### config.mk
export PLATFORM = sky130hd
export DESIGN_NAME = regfile_write_arbiter_flat
export DESIGN_NICKNAME = d
export VERILOG_FILES = /design/src/rtl/regfile_write_arbiter_if.sv /design/src/rtl/regfile_write_arbiter.sv /design/src/flat_wrapper.sv
export SDC_FILE = /design/constraint.sdc
export NUM_CORES = 1
export LEC_CHECK = 0
export BUFFER_PORTS_ARGS = -buffer_cell sky130_fd_sc_hd__buf_2
export CORE_ASPECT_RATIO = 1.75
export CORE_MARGIN = 3
export CORE_UTILIZATION = 43
export DETAILED_ROUTE_END_ITERATION = 16
export PLACE_DENSITY = 0.79
export SLEW_MARGIN = 10
export SYNTH_ARGS = -nofsm -noshare
export SYNTH_HDL_FRONTEND = slang
export SYNTH_SLANG_ARGS = --single-unit
### constraint.sdc
create_clock -name clk -period 2.7 [get_ports clk]
set_clock_uncertainty 0.05 [all_clocks]
set_input_delay 0.54 -clock clk [delete_from_list [all_inputs] [get_ports clk]]
set_output_delay 0.54 -clock clk [all_outputs]
set_load 0.005 [all_outputs]
### src/rtl/regfile_write_arbiter_if.sv
// regfile_write_arbiter_if: requester/register-file write-port bundle for regfile_write_arbiter.
// Requesters (master) drive req/addr/data/stall; the arbiter (slave) returns the grant and the write port.
interface regfile_write_arbiter_if #(
    parameter int N_REQ  = 4,
    parameter int DATA_W = 32,
    parameter int ADDR_W = 5
);
    logic [N_REQ-1:0]        req;
    logic [N_REQ*ADDR_W-1:0] addr;
    logic [N_REQ*DATA_W-1:0] data;
    logic                    stall;
    logic [N_REQ-1:0]        gnt;
    logic                    we;
    logic [ADDR_W-1:0]       waddr;
    logic [DATA_W-1:0]       wdata;

    modport master (output req, addr, data, stall, input gnt, we, waddr, wdata);
    modport slave  (input req, addr, data, stall, output gnt, we, waddr, wdata);
endinterface

### src/rtl/regfile_write_arbiter.sv
// regfile_write_arbiter: round-robin arbiter sharing one register-file write port among N_REQ writers.
// Grants are registered single-cycle pulses; writes to register 0 are granted but never enabled.
module regfile_write_arbiter #(
    parameter int N_REQ  = 4,
    parameter int DATA_W = 32,
    parameter int ADDR_W = 5
) (
    input  logic                  clk,
    input  logic                  rst_n,
    regfile_write_arbiter_if.slave bus
);
    localparam int PW = (N_REQ > 1) ? $clog2(N_REQ) : 1;

    logic [PW-1:0]     ptr;
    logic [PW-1:0]     sel;
    logic              found;
    logic [N_REQ-1:0]  elig;
    logic [ADDR_W-1:0] sel_addr;
    logic [DATA_W-1:0] sel_data;

    // The requester granted last cycle is masked so it can drop req without a double grant.
    assign elig     = bus.req & ~bus.gnt;
    assign sel_addr = bus.addr[int'(sel)*ADDR_W +: ADDR_W];
    assign sel_data = bus.data[int'(sel)*DATA_W +: DATA_W];

    always_comb begin
        found = 1'b0;
        sel   = ptr;
        for (int k = 1; k <= N_REQ; k++) begin
            if (!found && elig[PW'((int'(ptr) + k) % N_REQ)]) begin
                found = 1'b1;
                sel   = PW'((int'(ptr) + k) % N_REQ);
            end
        end
    end

    always_ff @(posedge clk or negedge rst_n) begin
        if (!rst_n) begin
            bus.gnt   <= '0;
            bus.we    <= 1'b0;
            bus.waddr <= '0;
            bus.wdata <= '0;
            ptr       <= PW'(N_REQ - 1);
        end else if (!bus.stall && found) begin
            bus.gnt   <= N_REQ'(1) << sel;
            bus.we    <= |sel_addr;
            bus.waddr <= sel_addr;
            bus.wdata <= sel_data;
            ptr       <= sel;
        end else begin
            bus.gnt <= '0;
            bus.we  <= 1'b0;
        end
    end
endmodule

### src/flat_wrapper.sv
// flat-port wrapper written by rule: the top's interface ports become plain ports
module regfile_write_arbiter_flat 
#(
    parameter int N_REQ  = 4,
    parameter int DATA_W = 32,
    parameter int ADDR_W = 5
)
  (clk, rst_n, bus_req, bus_addr, bus_data, bus_stall, bus_gnt, bus_we, bus_waddr, bus_wdata);
  regfile_write_arbiter_if #(.N_REQ(N_REQ), .DATA_W(DATA_W), .ADDR_W(ADDR_W)) bus_i ();
  input  logic clk;
  input  logic rst_n;
  input wire logic [$bits(bus_i.req)-1:0] bus_req;
  input wire logic [$bits(bus_i.addr)-1:0] bus_addr;
  input wire logic [$bits(bus_i.data)-1:0] bus_data;
  input wire logic [$bits(bus_i.stall)-1:0] bus_stall;
  output wire logic [$bits(bus_i.gnt)-1:0] bus_gnt;
  output wire logic [$bits(bus_i.we)-1:0] bus_we;
  output wire logic [$bits(bus_i.waddr)-1:0] bus_waddr;
  output wire logic [$bits(bus_i.wdata)-1:0] bus_wdata;
  assign bus_i.req = bus_req;
  assign bus_i.addr = bus_addr;
  assign bus_i.data = bus_data;
  assign bus_i.stall = bus_stall;
  assign bus_gnt = bus_i.gnt;
  assign bus_we = bus_i.we;
  assign bus_waddr = bus_i.waddr;
  assign bus_wdata = bus_i.wdata;
  regfile_write_arbiter #(.N_REQ(N_REQ), .DATA_W(DATA_W), .ADDR_W(ADDR_W)) u_core (.clk(clk), .rst_n(rst_n), .bus(bus_i));
endmodule
==> flow_summary.ini, run 1 <==
[placement]
post_dp_cell_area_um2 = 4030
io_buffer_count = 196
dp_slack_ps = 264
gp_congestion = 0.906
dp_cells = 589
hpwl_um = 7290

[cts]
path_clk_slew_ps = 60
htree_levels = 2
clkSinkCount = 44
clock_latency_ps = 280
root_buffer = clkbuf_16
hold_buffers = 0
cts-resized-gates = 0
clockBufferDepth = 2
tritoncts = done
post-cts-setup-buffers = 0
cts_buffers = 5

[setup_path]
crit_start = u_core.ptr[1]
crit_path_end = u_core.bus.we
r2r-start = u_core.ptr[1]
reg2regPathDepth = 7
cp.arrival_ps = 2400
critical_path.max_fanout = 52
cp-start-kind = flip-flop
worst-setup-path-type = flip-flop to flip-flop
required_ps = 2800
cp-end-kind = flip-flop
r2r_slack_ps = 390
reg2reg_to = u_core.bus.we

[floorplan]
initial_core_util_pct = 45.2
die_y_um = 117
fp.dieW_um = 69.2
rows = 39
dieArea_um2 = 8060
design.core.area_um2 = 6640
io_pins = 197

[detailed_routing]
num_vias = 3175
drt-wirelength-per-cell_um = 15.4
wl_um = 9190
first_pass_iters = 4
drtAntennaViolNets = 0
vias_per_cell = 5.32
drtIter0Drc = 161
drc = 0

[power_and_ir_drop]
swShare_pct = 41.8
p_leak_nw = 2.05
pwr-share-clk_pct = 18.0
powerDensity_nw_per_um2 = 1130
power_frac_comb_pct = 57.4
ir_drop_uv = 500
p_int_mw = 2.80
p_seq_share_pct = 24.5
power_switching_mw = 2.01

[run_status]
run_status = complete, no violations

[global_route]
grt_usage_pct = 21.7
grt_max_degree = 53
antenna_found_initial = 0
grt_pass1_vias = 2926
overflow = 0
grt_pass1_wl_um = 14100

[synthesis]
yosys_most_used_dff = dfrtp_1
synth_fp_nets = 488
ys_types = 36
async_flop_share_pct = 100
avgSynthCellArea_um2 = 9.02
yosys.area.top_type_share_pct = 35.0
ys.warnings.count = 0
ys_seq_area_share_pct = 36.7
synth_edf_count = 0
syn-cell-area_um2 = 3000
synth_seq_cells = 44
netlist_top_cells_area = dfrtp_1 35%, a211oi_1 16%, nor2b_1 14%
syn_inst = 333
yosys.area.top_type = dfrtp_1

[sta]
slew_violations = 0
fin_tns_setup_ps = 0
fin_ws_ps = 392
slew_headroom_pct = 63.3
min_period_ps = 2310
period_share_pct = 85.5
finalHoldViolations = 0
finalSetupViolations = 0
maxClockFrequency_ghz = 0.433
tightest_slew_ps = 550
rsz0062_at_grt = false

[finish]
diodes = 0
fill_cells = 605
nNetsFinal = 669
syn2layout_area_growth_pct = 41.4
final_layout_size_suffix_gt1_share_pct = 44.5
final_common_cell = buf_2
final_cell_mix = 196 x buf_2, 67 x nor2b_1, 64 x a211oi_1, 42 x nand2_1, 42 x dfrtp_1
final_area_um2 = 4250
fin_cells = 597

[job]
maxCapViolCount = 0

[hold_path]
hold_class = primary input to async pin
-- metrics by stage --
step / util (%) / hold WS [ps] / power, mW
after detailed placement: 60.7 / 411 / 3.99
after global placement: 60.7 / 406 / 3.91
after global routing: 64.0 / 331 / 5.20
after CTS: 64.0 / 297 / 4.87
final: 64.0 / 274 / 4.82
after floorplan: - / 194 / 3.15
-- sequential cells by signal (all words and copies together), names as in the netlist --
name              cells
u_core.bus.waddr      5
u_core.bus.gnt        4
u_core.bus.we         1
u_core.bus.wdata     32
u_core.ptr            2
-- worst min path at each step --
| stage | from | to | slack (ps) | depth (start not counted) |
|---|---|---|---|---|
| 6_report | rst_n | u_core.bus.wdata[25] | 270 | 2 |
| 5_1_grt | rst_n | u_core.bus.wdata[25] | 330 | 2 |
| 4_1_cts | rst_n | u_core.bus.wdata[25] | 300 | 2 |
| 3_5_place_dp | u_core.bus.wdata[5] | u_core.bus.wdata[5] | 410 | 2 |
| 3_3_place_gp | u_core.bus.wdata[14] | u_core.bus.wdata[14] | 410 | 2 |
| 2_1_floorplan | rst_n | u_core.bus.gnt[0] | 190 | 0 |
-- per-layer routing --
| layer | part of all wire, % | routed length (µm) | global-route usage [%] | vias to the layer above |
|---|---|---|---|---|
| met3 | 5.0 | 456 | 3.19 | 21 |
| met2 | 56 | 5160 | 40.8 | 113 |
| met4 | 2.9 | 265 | 9.52 | 0 |
| li1 | - | - | - | 1586 |
| met5 | 0 | 0 | 0 | - |
| met1 | 36 | 3300 | 24.2 | 1455 |
-- final cells by class --
cell class                 instances  area (µm²)  share of cell area [%]
sequential                        44        1100                    26.0
clock inverter                     3        90.1                    2.12
timing repair buffer             205        1100                    25.9
inverter                           5        18.8                   0.442
clock buffer                       5         125                    2.95
multi-input combinational        253        1710                    40.2
tap                               82         103                    2.42
-- logic make-up (layout without fill, tap and decap cells) --
group	after synthesis	after routing	share of synthesized area, %
flip-flops	44	44	36.8
buffers and inverters	36	218	6.62
AO/OA/AOI/OAI	120	120	31.5
multiplexers	9	9	3.13
AND/OR/NAND/NOR	124	124	22.0
-- power groups by stage --
stage	sequential, mW	clock [mW]	combinational (mW)
global placement	1.18	0	2.73
finish	1.18	0.869	2.77
floorplan	1.19	0	1.96
global route	1.22	0.907	3.07
CTS	1.18	0.882	2.81
detailed placement	1.19	0	2.80
-- cell usage after synthesis, types with 3 or more instances --
| cell | count |
|---|---|
| clkbuf_1 | 19 |
| nor2b_1 | 67 |
| nor2_1 | 4 |
| o31ai_1 | 32 |
| o21ai_0 | 3 |
| a211oi_1 | 64 |
| buf_2 | 3 |
| o2111ai_1 | 4 |
| nand2b_1 | 3 |
| mux2i_1 | 6 |
| buf_6 | 8 |
| nand2_1 | 42 |
| dfrtp_1 | 42 |
| mux2_2 | 3 |
| inv_1 | 5 |
-- worst max-delay path: stages (launching register included) --
cell and delay (ps):
dfstp_2 630, or3b_4 180, a21o_1 210, o211a_4 290
buf_12 250, o221ai_2 140, a22oi_1 280, a41oi_2 150
Note: power is estimated with default switching activity, not from simulation.
==> inputs of run 2 (changes only) <==
--- a/config.mk
+++ b/config.mk
@@ -10,6 +10,7 @@
 export CORE_MARGIN = 3
 export CORE_UTILIZATION = 43
 export DETAILED_ROUTE_END_ITERATION = 16
+export MAX_ROUTING_LAYER = met4
 export PLACE_DENSITY = 0.79
 export SLEW_MARGIN = 10
 export SYNTH_ARGS = -nofsm -noshare
==> constraint.sdc (replaced) <==
create_clock -name clk -period 2.7 [get_ports clk]
set_clock_uncertainty 0.05 [all_clocks]
set_input_delay 0.54 -clock clk [delete_from_list [all_inputs] [get_ports clk]]
set_output_delay 0.54 -clock clk [all_outputs]
set_load 0.05 [all_outputs]
==> flow_summary.ini, run 2 (synthesis results as in run 1) <==
[run_status]
run_status = complete, no violations

[placement]
io_buffer_count = 196
hpwl_um = 7250
gp_congestion = 0.906
post_dp_cell_area_um2 = 4020
dp_slack_ps = 209

[setup_path]
r2r-start = u_core.ptr[1]
cp-end-kind = flip-flop
reg2regPathDepth = 7
worstPathCellList = or3b_4 > a21o_1 > o211a_4 > buf_12 > o221ai_2 > a22oi_1 > a41oi_2
cp-start-kind = flip-flop
cp.arrival_ps = 2380
critical_path.max_fanout = 52
slowest_stage = dfstp_2
r2r_slack_ps = 420
worst-setup-path-type = flip-flop to flip-flop
crit_start = u_core.ptr[1]
required_ps = 2800
cp_slowest_stage_delay_ps = 620
crit_path_end = u_core.bus.we
reg2reg_to = u_core.bus.we

[floorplan]
die_y_um = 117
fp.dieW_um = 69.2
dieArea_um2 = 8060
design.core.area_um2 = 6640
io_pins = 197
rows = 39
initial_core_util_pct = 45.2

[detailed_routing]
drtAntennaViolNets = 0
drtIter0Drc = 147
num_vias = 3186
drc = 0
wl_um = 9240
drt-wirelength-per-cell_um = 15.5
first_pass_iters = 4
vias_per_cell = 5.34

[global_route]
grt_pass1_wl_um = 14300
grt_pass1_vias = 3013
grt_usage_pct = 22.4
overflow = 0
grt_max_degree = 79
antenna_found_initial = 0

[finish]
diodes = 0
fill_cells = 611
largest_reg_flops = 32
final_area_um2 = 4190
nNetsFinal = 669
final_layout_size_suffix_gt1_share_pct = 44.5
syn2layout_area_growth_pct = 39.5
top_register = u_core.bus.wdata
final_common_cell = buf_2
reg_top3 = u_core.bus.wdata (32), u_core.bus.waddr (5), u_core.bus.gnt (4)
final_util_pct = 63.1
final_cell_mix = 196 x buf_2, 67 x nor2b_1, 64 x a211oi_1, 42 x nand2_1, 42 x dfrtp_1

[sta]
maxClockFrequency_ghz = 0.439
fin_tns_setup_ps = 0
rsz0062_at_grt = false
fin_ws_ps = 421
finalSetupViolations = 0
min_period_ps = 2280
period_share_pct = 84.4
slew_headroom_pct = 61.9
slew_violations = 0
tightest_slew_ps = 571
finalHoldViolations = 0

[cts]
clkSinkCount = 44
path_clk_slew_ps = 70
hold_buffers = 0
cts-resized-gates = 0
tritoncts = done
clockBufferDepth = 2
root_buffer = clkbuf_16
post-cts-setup-buffers = 0
cts_buffers = 5
clock_latency_ps = 290
htree_levels = 2

[power_and_ir_drop]
ir_drop_uv = 655
powerDensity_nw_per_um2 = 1360
p_leak_nw = 2.02

[job]
maxCapViolCount = 0

[hold_path]
hold_class = primary input to async pin
==> run 2: metal layers <==
metal | up-vias | wire (µm) | track usage, %
li1 | 1589 | - | -
met1 | 1427 | 3400 | 24.8
met2 | 138 | 4980 | 38.8
met3 | 32 | 452 | 3.45
met4 | 0 | 404 | 12.1
met5 | - | 0 | -
==> run 2: worst min path at each step <==
stage | start | end | slack [ps] | cells past startpoint
2_1_floorplan | rst_n | u_core.bus.gnt[0] | 190 | 0
3_3_place_gp | u_core.bus.wdata[31] | u_core.bus.wdata[31] | 410 | 2
3_5_place_dp | u_core.bus.wdata[19] | u_core.bus.wdata[19] | 410 | 2
4_1_cts | rst_n | u_core.bus.wdata[25] | 300 | 2
5_1_grt | rst_n | u_core.bus.wdata[25] | 330 | 2
6_report | rst_n | u_core.bus.wdata[25] | 280 | 2
==> run 2: layout make-up <==
class	count	area (µm²)	area share, %
multi-input combinational	253	1710	40.8
sequential	44	1100	26.3
timing repair buffer	205	1090	25.9
clock buffer	5	125	2.99
tap	82	103	2.45
clock inverter	3	46.3	1.10
inverter	5	18.8	0.448
==> run 2: per-stage QoR <==
step	instances	power (mW)	hold slack [ps]
CTS	597	5.75	303
floorplan	333	4.19	194
detailed placement	589	5.04	410
finish	597	5.69	283
global placement	589	4.94	407
global route	597	6.10	331
==> run 2: worst max-delay path: cells and delay by family (launching register included) <==
kind	cells	cell delay, ps
compound gates	5	1070
flops	1	620
buf+inv	1	240
simple gates	1	170
==> run 2: where the power goes <==
group,internal [mW],switching [mW]
clock,0.440,0.260
combinational,1.18,2.63
sequential,0.994,0.188
==> inputs of run 3 (changes only) <==
==> constraint.sdc (replaced) <==
create_clock -name clk -period 2.4 [get_ports clk]
set_clock_uncertainty 0.05 [all_clocks]
set_input_delay 0.48 -clock clk [delete_from_list [all_inputs] [get_ports clk]]
set_output_delay 0.48 -clock clk [all_outputs]
set_load 0.05 [all_outputs]
==> flow_summary.ini, run 3 (synthesis results as in run 1) <==
[detailed_routing]
wl_um = 9700
first_pass_iters = 4
vias_per_cell = 5.33
num_vias = 3236
drc = 0
drt-wirelength-per-cell_um = 16.0
drtIter0Drc = 135
drtAntennaViolNets = 0

[sta]
fin_tns_setup_ps = 0
period_share_pct = 94.6
maxClockFrequency_ghz = 0.440
whs_ps = 130
slew_headroom_pct = 73.5
slew_violations = 0
min_period_ps = 2270
finalHoldViolations = 0
finalSetupViolations = 0
tightest_slew_ps = 397
rsz0062_at_grt = false
fin_ws_ps = 129

[floorplan]
io_pins = 197
design.core.area_um2 = 6640
dieArea_um2 = 8060
die_y_um = 117
initial_core_util_pct = 45.2
rows = 39
fp.dieW_um = 69.2

[placement]
dp_cells = 593
io_buffer_count = 196
dp_slack_ps = -41.9
gp_congestion = 1.02
hpwl_um = 7630
post_dp_cell_area_um2 = 4070

[power_and_ir_drop]
pwr-share-clk_pct = 12.4
power_switching_mw = 3.51
p_int_mw = 3.14
p_seq_share_pct = 20.0
ir_drop_uv = 771
power_frac_comb_pct = 67.6
powerDensity_nw_per_um2 = 1540
p_leak_nw = 2.09
swShare_pct = 52.8

[setup_path]
worstPathCellList = or3b_4 > a21o_1 > o211a_4 > buf_4 > buf_4 > mux2i_1 > mux2_2 > a41oi_2
reg2regPathDepth = 8
cp-start-kind = flip-flop
worst-setup-path-type = flip-flop to flip-flop
cp_slowest_stage_delay_ps = 420
path_common_cell = buf_4
cp-end-kind = flip-flop
slowest_stage = dfstp_2
critical_path.max_fanout = 10
cp.arrival_ps = 2420
required_ps = 2550

[cts]
path_clk_slew_ps = 60
cts_buffers = 5
root_buffer = clkbuf_16
htree_levels = 2
tritoncts = done
clock_latency_ps = 280
clkSinkCount = 44
clockBufferDepth = 2

[global_route]
grt_usage_pct = 23.7
antenna_found_initial = 0
overflow = 0
grt_pass1_wl_um = 15100
grt_pass1_vias = 3264
grt_max_degree = 53

[finish]
fill_cells = 597
nNetsFinal = 679
final_layout_size_suffix_gt1_share_pct = 45.5
final_area_um2 = 4310
fin_cells = 607
final-seq-area_um2 = 1100
diodes = 0
syn2layout_area_growth_pct = 43.6
multi_input_area_um2 = 1710
top_register = u_core.bus.wdata
largest_reg_flops = 32
reg_top3 = u_core.bus.wdata (32), u_core.bus.waddr (5), u_core.bus.gnt (4)
final_common_cell = buf_2
final_cell_mix = 196 x buf_2, 67 x nor2b_1, 64 x a211oi_1, 42 x nand2_1, 42 x dfrtp_1

[hold_path]
hold_class = primary input to async pin

[run_status]
run_status = complete, no violations

[job]
maxCapViolCount = 0
run 3: final timing paths:
check,slack (ps),end,from
worst max-delay path,130,u_core.bus.we,u_core.ptr[1]
max in group asynchronous,1890,u_core.ptr[1],rst_n
worst min-delay path,130,u_core.bus.wdata[25],rst_n
worst max register to register,130,u_core.bus.we,u_core.ptr[1]
min in group clk,420,u_core.bus.wdata[2],u_core.bus.wdata[2]
worst min register to register,420,u_core.bus.wdata[2],u_core.bus.wdata[2]
run 3: layout make-up:
type / instances / share of cell area [%]
sequential: 44 / 25.6
multi-input combinational: 253 / 39.6
clock inverter: 1 / 0.696
clock buffer: 7 / 3.54
timing repair buffer: 215 / 27.8
tap: 82 / 2.38
inverter: 5 / 0.435
run 3: power groups by stage:
stage                     Sequential (mW)  Clock [mW]  Combinational [mW]
after global routing                 1.38       0.868                4.84
after global placement               1.33           0                4.25
after CTS                            1.33       0.834                4.39
after floorplan                      2.50           0                2.21
after detailed placement             1.34           0                4.37
final                                1.33       0.822                4.50
run 3: layer usage:
| layer | wire length (µm) | up-vias | track usage (%) |
|---|---|---|---|
| met3 | 353 | 22 | 2.84 |
| met5 | 0 | - | - |
| met4 | 307 | 0 | 9.65 |
| li1 | - | 1610 | - |
| met1 | 3650 | 1496 | 25.3 |
| met2 | 5380 | 108 | 44.1 |
run 3: per-stage QoR:
step / total power, mW / util [%]
final: 6.65 / 65.0
after detailed placement: 5.71 / 61.4
after global placement: 5.58 / 61.4
after CTS: 6.55 / 64.1
after global routing: 7.08 / 65.0
after floorplan: 4.71 / -
run 3: what timing repair did:
action                                  in CTS  in global routing
setup buffers                                0                  6
hold endpoints to repair                     0                  0
hold buffers                                 0                  0
endpoints found under the setup margin       0                 19
gates resized for setup                      0                  3
run 3: critical path: cells and delay by family (launching register included):
kind                   cells  cell delay, ps
AOI/OAI and AO/OA          3             610
buffers and inverters      2             290
DFF                        1             420
muxes                      2             410
and+or+nand+nor            1             420
